[src/rtl/seg7_scan.sv]
// Scanned 8-digit seven-segment driver with frame-coherent value updates.
// Optional leading-zero blanking: define SEG7_LZ_SUPPRESS_EN.
module seg7_scan #(
    parameter int NDIGITS   = 8,
    parameter int CLK_DIV   = 262144,
    parameter int BLANK_CYC = 1024
) (
    input  logic                   clk,
    input  logic                   reset,
    input  logic [4*NDIGITS-1:0]   data,
    input  logic                   upd_req,
    input  logic [NDIGITS-1:0]     dp_mask,
    output logic                   upd_ack,
    output logic                   frame_done,
    output logic [NDIGITS-1:0]     an,
    output logic [6:0]             seg,
    output logic                   dp
);

    localparam int DW = 4 * NDIGITS;
    localparam int CW = $clog2(CLK_DIV);
    localparam int IW = (NDIGITS > 1) ? $clog2(NDIGITS) : 1;

    localparam logic [CW-1:0] CNT_LAST  = CW'(CLK_DIV - 1);
    localparam logic [CW-1:0] BLANK_END = CW'(BLANK_CYC);
    localparam logic [IW-1:0] IDX_LAST  = IW'(NDIGITS - 1);

    typedef enum logic {
        BLANK,
        DRIVE
    } state_e;

    state_e            state_q, state_d;
    logic [CW-1:0]     cnt_q, cnt_d;
    logic [IW-1:0]     idx_q, idx_d;
    logic [DW-1:0]     staging_q, staging_d;
    logic [DW-1:0]     shadow_q, shadow_d;
    logic              pending_q, pending_d;
    logic [NDIGITS-1:0] an_q, an_d;
    logic [6:0]        seg_q, seg_d;
    logic              dp_q, dp_d;

    logic              wrap;
    logic              boundary;
    logic              ack;
    logic              show;
    logic [3:0]        nib;

    function automatic logic [6:0] seg7_decode(input logic [3:0] v);
        logic [6:0] s;
        unique case (v)
            4'h0: s = 7'b1000000;
            4'h1: s = 7'b1111001;
            4'h2: s = 7'b0100100;
            4'h3: s = 7'b0110000;
            4'h4: s = 7'b0011001;
            4'h5: s = 7'b0010010;
            4'h6: s = 7'b0000010;
            4'h7: s = 7'b1111000;
            4'h8: s = 7'b0000000;
            4'h9: s = 7'b0010000;
            4'hA: s = 7'b0001000;
            4'hB: s = 7'b0000011;
            4'hC: s = 7'b1000110;
            4'hD: s = 7'b0100001;
            4'hE: s = 7'b0000110;
            4'hF: s = 7'b0001110;
        endcase
        return s;
    endfunction

    assign wrap     = (cnt_q == CNT_LAST);
    assign boundary = wrap && (idx_q == IDX_LAST);
    assign ack      = boundary && pending_q;

    always_comb begin
        cnt_d = wrap ? '0 : cnt_q + 1'b1;
        idx_d = idx_q;
        if (wrap) begin
            idx_d = (idx_q == IDX_LAST) ? '0 : idx_q + 1'b1;
        end
    end

    always_comb begin
        state_d = state_q;
        unique case (state_q)
            BLANK: if (cnt_d >= BLANK_END) state_d = DRIVE;
            DRIVE: if (wrap && BLANK_CYC > 0) state_d = BLANK;
        endcase
    end

    // A request on the boundary cycle refills staging after the old
    // staged word has moved to shadow, so pending stays set.
    always_comb begin
        staging_d = staging_q;
        shadow_d  = shadow_q;
        pending_d = pending_q;
        if (ack) begin
            shadow_d  = staging_q;
            pending_d = 1'b0;
        end
        if (upd_req) begin
            staging_d = data;
            pending_d = 1'b1;
        end
    end

`ifdef SEG7_LZ_SUPPRESS_EN
    logic [IW-1:0] top;

    always_comb begin
        top = '0;
        for (int k = 1; k < NDIGITS; k++) begin
            if (shadow_q[4*k +: 4] != 4'h0) top = IW'(k);
        end
    end

    assign show = (idx_q <= top);
`else
    assign show = 1'b1;
`endif

    assign nib = shadow_q[{idx_q, 2'b00} +: 4];

    always_comb begin
        an_d  = '1;
        seg_d = '1;
        dp_d  = 1'b1;
        if (state_q == DRIVE) begin
            dp_d = ~dp_mask[idx_q];
            if (show) begin
                an_d  = ~(NDIGITS'(1) << idx_q);
                seg_d = seg7_decode(nib);
            end
        end
    end

    always_ff @(posedge clk or posedge reset) begin
        if (reset) begin
            state_q   <= BLANK;
            cnt_q     <= '0;
            idx_q     <= '0;
            staging_q <= '0;
            shadow_q  <= '0;
            pending_q <= 1'b0;
            an_q      <= '1;
            seg_q     <= '1;
            dp_q      <= 1'b1;
        end else begin
            state_q   <= state_d;
            cnt_q     <= cnt_d;
            idx_q     <= idx_d;
            staging_q <= staging_d;
            shadow_q  <= shadow_d;
            pending_q <= pending_d;
            an_q      <= an_d;
            seg_q     <= seg_d;
            dp_q      <= dp_d;
        end
    end

    assign an         = an_q;
    assign seg        = seg_q;
    assign dp         = dp_q;
    assign upd_ack    = ack;
    assign frame_done = boundary;

endmodule

[config.mk]
export PLATFORM = sky130hd
export DESIGN_NAME = seg7_scan
export DESIGN_NICKNAME = d
export VERILOG_FILES = /design/src/rtl/seg7_scan.sv
export SDC_FILE = /design/constraint.sdc
export NUM_CORES = 1
export LEC_CHECK = 0
export ABC_AREA = 1
export CAP_MARGIN = 20
export CORE_MARGIN = 4
export CORE_UTILIZATION = 50
export CTS_CLUSTER_SIZE = 10
export DETAILED_ROUTE_END_ITERATION = 6
export PLACE_DENSITY = 0.8
export RECOVER_POWER = 50
export SLEW_MARGIN = 25
export SYNTH_ARGS = -nofsm -noshare
export SYNTH_HDL_FRONTEND = slang
export SYNTH_SLANG_ARGS = --single-unit
[constraint.sdc]
create_clock -name clk -period 3.3 [get_ports clk]
set_input_delay 0.66 -clock clk [delete_from_list [all_inputs] [get_ports clk]]
set_output_delay 0.66 -clock clk [all_outputs]
set_load 0.05 [all_outputs]
Yosys cells after proc, flatten, opt, wreduce, memory -nomap -nowiden
Memories as Yosys holds them, arrays and structs flattened.
Index checks and enable logic that the tools add are counted.

cells by class
  shift-type cells = 2
  eq/ne operators = 2
  bitwise logic cells = 3
  muxes and demuxes = 12
  reduce and logical (&&, ||, !) cells = 3
  add/subtract/negate cells = 2
  $lt $le $gt $ge = 2

operators by type and width
  operator               number
  $shiftx 32x6->4        1
  $add 18x1->18 const B  1
  $eq 18x18->1 const B   1
  $ge 18x11->1 const B   1
  $mux 18                1
  $mux 8                 1
  $not 8->8              1
  $shl 1x3->8 const A    1
  $mux 7                 1
  $mux 1                 6
  $lt 3x4->1 const B     1
  $add 3x1->3 const B    1
  $bmux 1 s3             1
  $eq 3x3->1 const B     1
  $mux 3                 1
  $logic_and 1x1->1      2
  $not 1->1              2
  $pmux 1 s2             1
  $reduce_bool 2->1      1

storage, ports and cells
  bits in registers = 103
  memories kept = 1
  logic and storage cells = 36
  bits of input ports = 43
  output and inout port bits = 18
  bits in read-only memories = 112

memories
  name              depth  bits a word  rd ports  clocked after Yosys merged registers in  wr ports  RTL line  RTL
  (name not given)  16     7            1         0                                        0         51        unique case (v)

Logic depth before layout (Yosys ltp)
Gate-level depths: netlist (run 1).

  depth after elaboration = 5
  gate-level depth with buffers = 14
  depth with buffers taken out = 13

Least setup slack after synthesis (run 1)
OpenSTA, ideal clock, no wires.

  path kind = register -> output
  start = reg cnt_q[0]
  end = out upd_ack
  required time = 2.640 ns
  arrival = 1.858 ns
  slack = 0.782 ns
  cell stages (with the launch flop) = 11
  path buffers = 1
  path through = dfrtp_1 ha_1 nand2_2 nor2_4 nand2_4 nor2_4 nand3_4 nor2_4 nand2_4 buf_6 inv_2

between the ends
  word-level cells in the longest chain between the ends = 3

ends and longest elaborated chain
  item                    RTL line  RTL
  start, declared         34        logic [CW-1:0] cnt_q, cnt_d;
  start signal, assigned  151       cnt_q <= cnt_d;
  $eq 18x18->1            72        assign wrap = (cnt_q == CNT_LAST);
  $logic_and 1x1->1       73        assign boundary = wrap && (idx_q == IDX_LAST);
  named net frame_done    14        output logic frame_done,
  $logic_and 1x1->1       74        assign ack = boundary && pending_q;
  end, declared           13        output logic upd_ack,

The timed path passes the listed nets, and every way through them passes these cells.

Worst setup path in the final report (run 1)
  start = reg cnt_q[0]
  end = out upd_ack

between the ends
  word-level cells in the longest chain between the ends = 3

ends and longest elaborated chain
  item               RTL line
  $eq 18x18->1       72
  $logic_and 1x1->1  73
  $logic_and 1x1->1  74

No other way between the ends.

==> results of run 1 <==
==> layout make-up <==
cell class | count | area share, %
sequential | 103 | 44.2
multi-input combinational | 356 | 33.7
timing repair buffer | 65 | 10.9
inverter | 72 | 4.67
tap | 133 | 2.83
clock buffer | 9 | 2.11
clock inverter | 7 | 1.60
==> synth_stat cells (2+ instances only) <==
| master | n | area share [%] |
|---|---|---|
| o21ai_1 | 13 | 1.3 |
| nand2_1 | 108 | 8.2 |
| buf_2 | 4 | 0.40 |
| clkbuf_1 | 9 | 0.68 |
| dfstp_2 | 16 | 8.5 |
| nor2_4 | 5 | 1.1 |
| mux2_2 | 5 | 1.1 |
| o21ai_0 | 53 | 5.3 |
| o211ai_1 | 2 | 0.30 |
| o21ai_2 | 27 | 4.8 |
| nor2_2 | 4 | 0.50 |
| o21bai_1 | 2 | 0.30 |
| nand2_2 | 28 | 3.5 |
| nor2_1 | 50 | 3.8 |
| dfrtp_1 | 87 | 44 |
| nand3_1 | 17 | 1.7 |
| xnor2_1 | 2 | 0.35 |
| xor2_1 | 4 | 0.70 |
| nand2_4 | 2 | 0.45 |
| nand4_1 | 4 | 0.50 |
| a21oi_1 | 8 | 0.81 |
| ha_1 | 13 | 3.3 |
| o22ai_1 | 2 | 0.25 |
| inv_2 | 7 | 0.53 |
| buf_6 | 5 | 1.1 |
| inv_1 | 64 | 4.8 |
==> sequential cells by signal, indices dropped and copies added, names as in the netlist <==
signal	cells
dp	1
staging_q	32
pending_q	1
shadow_q	32
an	8
cnt_q	18
state_q	1
idx_q	3
seg	7
==> through the flow <==
stage / total power, mW / std cells / cell area, µm² / setup slack [ps] / hold slack, ps
5_1_grt: 2.35 / 745 / 5870 / 377 / 511
6_report: 2.26 / 745 / 5870 / 529 / 498
2_1_floorplan: 1.40 / 550 / 4970 / 782 / 450
3_5_place_dp: 1.48 / 729 / 5680 / 968 / 480
3_3_place_gp: 1.47 / 729 / 5680 / 1050 / 468
4_1_cts: 2.29 / 745 / 5890 / 565 / 502
==> metal layers <==
metal,wire length (µm),up-vias,global-route usage [%]
met1,4200,1686,21.9
li1,-,1854,-
met4,197,0,5.05
met5,0,-,0
met2,4740,91,29.5
met3,450,23,4.56
==> worst max-delay path, stage by stage, from the launching register on <==
cell,delay (ps)
dfrtp_1,400
ha_1,190
nand2_1,80
nor2_1,290
nand2_4,120
nor2_4,120
nand3_4,110
nor2_4,150
nand2_4,80
inv_2,70
buf_12,130
==> kinds of logic (layout without fill, tap and decap cells) <==
kind of cell,Yosys count,count (layout),share of synthesized area (%)
and+or+nand+nor,221,221,20.5
AOI/OAI and AO/OA,111,111,13.9
DFF,103,103,52.3
buffers and inverters,91,153,7.80
adders and majority gates,13,13,3.27
xor gates and xnor gates,6,6,1.06
muxes,5,5,1.13
==> where the power goes <==
part	internal, mW	total [mW]	switching, mW
Sequential	1.30	1.31	0.0113
Clock	0.314	0.813	0.499
Combinational	0.0634	0.138	0.0745
==> worst paths after layout <==
kind,endpoint,slack (ps),cells past startpoint
setup / recovery,upd_ack,530,10
hold / removal,cnt_q[0]$_DFF_PP0_,500,1
setup reg to reg,seg[0]$_DFF_PP1_,920,13
hold reg to reg,cnt_q[0]$_DFF_PP0_,500,1
max in group asynchronous,idx_q[1]$_DFFE_PP0N_,1220,3
min in group asynchronous,cnt_q[3]$_DFF_PP0_,1260,3
==> layout by cell type (no fill, tap or decap), types with 13 or more instances in the layout <==
cell and instances:
nand3_1 17, nor2_1 51, nand2_1 109, dfstp_2 16, dfrtp_1 87, o21ai_1 13, inv_1 63, clkdlybuf4s50_1 56
nand2_2 27, o21ai_0 53, ha_1 13, o21ai_2 27
==> impl_metrics.env, run 1 <==
export IMPL_status="complete, no violations"
export IMPL_fmax_mhz=361
export IMPL_finalMaxSlewViolations=0
export IMPL_area_growth_pct=18.1
export IMPL_numCtsBuffers=9
export IMPL_worstReg2RegStart="idx_q[0]$_DFFE_PP0N_"
export IMPL_utilization_pct=60.3
export IMPL_clock_sinks=103
export IMPL_grt_pass1_vias=3538
export IMPL_synth_edff_count=0
export IMPL_yosys_warnings=0
export IMPL_root_buffer="clkbuf_8"
export IMPL_io_buffer_count=60
export IMPL_ys_seq_elements=103
export IMPL_grt_pass1_wl_um=16100
export IMPL_multiInputGateArea_mm2=0.00198
export IMPL_worstPathRequired_ps=2640
export IMPL_period_minus_slack_ps=2770
export IMPL_postCtsSetupRepairBufs=0
export IMPL_postCtsHoldBufs=0
export IMPL_hp_start="cnt_q[0]$_DFF_PP0_"
export IMPL_initial_core_util_pct=51.1
export IMPL_drc=0
export IMPL_fin_setup_tns_ps=0
export IMPL_critPathCaptureType="output pin"
export IMPL_nFillCells=829
export IMPL_wire_per_inst_um=12.9
export IMPL_cap_violations=0
export IMPL_core_mm2=0.00973
export IMPL_clock_tree_buffer_depth=2
export IMPL_via_count=3654
export IMPL_n_antenna_cell=0
export IMPL_syn_nets=606
export IMPL_htreeDepth=3
export IMPL_worst_path_max_fanout=4
export IMPL_p_per_area_mw_per_mm2=385
export IMPL_drt_total_wl_um=9580
export IMPL_gp_congestion=0.843
export IMPL_synth_distinct_cells=35
export IMPL_vdd_drop_max_mv=0.262
export IMPL_finClkSkew_ps=16.4
export IMPL_grt_use_total_pct=17.4
export IMPL_yosysSeqAreaShare_pct=52.3
export IMPL_core_rowCount=36
export IMPL_die_y_um=108
export IMPL_firstDrtPassIters=5
export IMPL_pin_count=61
export IMPL_via_per_inst=4.90
export IMPL_dr_first_iter_drc_count=174
export IMPL_setup_worst_path_start="cnt_q[0]$_DFF_PP0_"
export IMPL_setup_violations=0
export IMPL_path_clk_slew_ps=100
export IMPL_clkLatencyLatePin_ps=380
export IMPL_die_w_um=108
export IMPL_cts_tree="yes"
export IMPL_min_path_type="register to register"
export IMPL_worst_slew_pin_slew_ps=1340
export IMPL_grt_max_degree=104
export IMPL_rsz0062_at_grt="no"
export IMPL_postRouteAntennaNets=0
export IMPL_crit_type="register to output pin"
export IMPL_syn_area_mm2=0.00497
export IMPL_grt_overflow_total=0
export IMPL_die_area_mm2=0.0116
export IMPL_final_hold_violation_count=0
export IMPL_ys_flop_type="dfrtp_1"
export IMPL_p_leak_nw=2.72
export IMPL_finalCritPeriodShare_pct=84.0
export IMPL_post_cts_resized=0
export IMPL_worstPathArrival_ps=2110
export IMPL_avgSynthCellArea_um2=9.04
export IMPL_nets=663
export IMPL_ff_latch_area_mm2=0.00260
export IMPL_antenna_found_initial=0
export IMPL_dp_hpwl_um=7010
export IMPL_relSlewSlack_pct=10.4
export IMPL_async_reset_ff_share_pct=100
export IMPL_synthCells=550
export IMPL_startpoint_type="register"
export IMPL_final_layout_size_suffix_gt1_share_pct=19.6
Power figures use the tool's default switching activity.
==> run 2, diff against run 1 <==
CORE_UTILIZATION = 56   (was 50)
PLACE_DENSITY = 0.84   (was 0.8)
clock period = 2.85 ns   (was 3.3 ns; I/O delays follow)
==> impl_metrics.env, run 2 (synthesis results as in run 1) <==
export IMPL_die_y_um=102
export IMPL_hp_start="shadow_q[21]$_DFFE_PP0P_"
export IMPL_pin_count=61
export IMPL_crit_type="register to output pin"
export IMPL_cp_slowest_stage_delay_ps=420
export IMPL_nets=663
export IMPL_critPathCaptureType="output pin"
export IMPL_largestRegisters="shadow_q: 32 flops, staging_q: 32 flops, cnt_q: 18 flops"
export IMPL_core_mm2=0.00868
export IMPL_dp_hpwl_um=6890
export IMPL_rsz0062_at_grt="no"
export IMPL_relSlewSlack_pct=9.52
export IMPL_reg2regPathDepth=12
export IMPL_period_minus_slack_ps=2600
export IMPL_p_leak_nw=2.71
export IMPL_firstDrtPassIters=4
export IMPL_worst_slew_pin_slew_ps=1360
export IMPL_postCtsHoldBufs=0
export IMPL_status="complete, no violations"
export IMPL_drt_total_wl_um=9610
export IMPL_worstHoldEndpoint="shadow_q[21]$_DFFE_PP0P_"
export IMPL_postCtsSetupRepairBufs=0
export IMPL_core_rowCount=34
export IMPL_final_layout_size_suffix_gt1_share_pct=19.6
export IMPL_grt_use_total_pct=19.6
export IMPL_final_common_cell="nand2_1"
export IMPL_finClkSkew_ps=16.7
export IMPL_fmax_mhz=385
export IMPL_startpoint_type="register"
export IMPL_grt_pass1_vias=3557
export IMPL_area_growth_pct=17.2
export IMPL_p_per_area_mw_per_mm2=438
export IMPL_hold_depth=2
export IMPL_worstPathRequired_ps=2280
export IMPL_htreeDepth=3
export IMPL_final_hold_violation_count=0
export IMPL_clock_tree_buffer_depth=2
export IMPL_worstPathArrival_ps=2030
export IMPL_cap_violations=0
export IMPL_wire_per_inst_um=13.3
export IMPL_layout_common_cells="nand2_1, dfrtp_1, inv_1"
export IMPL_io_buffer_count=60
export IMPL_r2r_setup_slack_ps=520
export IMPL_n_antenna_cell=0
export IMPL_vdd_drop_max_mv=0.282
export IMPL_postRouteAntennaNets=0
export IMPL_die_area_mm2=0.0104
export IMPL_grt_pass1_wl_um=16200
export IMPL_critPathMostFrequentCell="nor2_4"
export IMPL_finalMaxSlewViolations=0
export IMPL_worst_path_max_delay_cell="dfrtp_1"
export IMPL_root_buffer="clkbuf_8"
export IMPL_dr_first_iter_drc_count=191
export IMPL_finalCritPeriodShare_pct=91.1
export IMPL_antenna_found_initial=0
export IMPL_initial_core_util_pct=57.3
export IMPL_dpl_cell_area_mm2=0.00566
export IMPL_via_per_inst=5.13
export IMPL_path_clk_slew_ps=110
export IMPL_gp_congestion=0.829
export IMPL_clock_sinks=103
export IMPL_nFillCells=714
export IMPL_min_path_type="register to register"
export IMPL_crit_chain="ha_1 > nand2_1 > nor2_4 > nand2_4 > nor2_4 > nand3_4 > nor2_4 > nand2_4 > inv_2 > buf_12"
export IMPL_r2r_end="seg[0]$_DFF_PP1_"
export IMPL_multiInputGateArea_mm2=0.00198
export IMPL_via_count=3693
export IMPL_worst_path_max_fanout=4
export IMPL_ff_latch_area_mm2=0.00260
export IMPL_cts_tree="yes"
export IMPL_worstReg2RegStart="idx_q[0]$_DFFE_PP0N_"
export IMPL_drc=0
export IMPL_total_power_mw=2.55
export IMPL_setup_violations=0
export IMPL_clkLatencyLatePin_ps=370
export IMPL_die_w_um=102
export IMPL_grt_max_degree=104
export IMPL_fin_setup_tns_ps=0
export IMPL_post_cts_resized=0
export IMPL_design_area_mm2=0.00583
export IMPL_numCtsBuffers=9
export IMPL_grt_overflow_total=0
run 2: cell count changes in the layout (fill, tap and decap cells not counted), moves of 2 or more:
| cell | before | now |
|---|---|---|
| clkdlybuf4s50_1 | 56 | 49 |
| dlygate4sd3_1 | 1 | 8 |
| clkinv_8 | 3 | 0 |
| clkinv_4 | 0 | 2 |
run 2: cell type report:
type                    count  share of cell area, %
multi-input cells         356                   34.0
well taps                 108                   2.32
flip-flops and latches    103                   44.6
clock buffers               9                   2.13
inverters                  72                   4.70
repair buffers             65                   11.2
clock inverters             7                   1.07
run 2: how the worst max path moves through the flow:
stage                         start               end  cells after the start
2_1_floorplan    cnt_q[0]$_DFF_PP0_           upd_ack                     10
3_3_place_gp   idx_q[0]$_DFFE_PP0N_  seg[3]$_DFF_PP1_                     14
3_5_place_dp   idx_q[0]$_DFFE_PP0N_  seg[3]$_DFF_PP1_                     14
4_1_cts          cnt_q[0]$_DFF_PP0_           upd_ack                     10
5_1_grt          cnt_q[0]$_DFF_PP0_           upd_ack                     10
6_report         cnt_q[0]$_DFF_PP0_           upd_ack                     10
run 2: stage by stage:
step / instances / hold slack [ps] / util [%] / worst slack (ps)
floorplan: 550 / 450 / - / 422
finish: 720 / 493 / 67.2 / 253
global placement: 704 / 466 / 65.2 / 737
detailed placement: 704 / 468 / 65.2 / 662
CTS: 720 / 493 / 67.3 / 259
global route: 720 / 513 / 67.2 / 107
run 2: power by group:
| group | internal [mW] | switching [mW] | leakage (nW) | total [mW] |
|---|---|---|---|---|
| clock network | 0.337 | 0.543 | 0.0927 | 0.880 |
| registers | 1.50 | 0.0124 | 1.30 | 1.51 |
| logic | 0.0713 | 0.0864 | 1.31 | 0.158 |
run 2: worst max-delay path, delay by kind of cell, from the launching register on:
kind | cells | cell delay (ps)
fa+ha+maj | 1 | 180
buf+inv | 2 | 230
flops | 1 | 420
simple gates | 7 | 830
run 2: metal layers:
layer | GRT usage (%) | share of wire [%]
met5 | 0 | 0
met4 | 6.46 | 1.1
met3 | 3.41 | 4.8
met2 | 33.2 | 51
met1 | 25.8 | 43
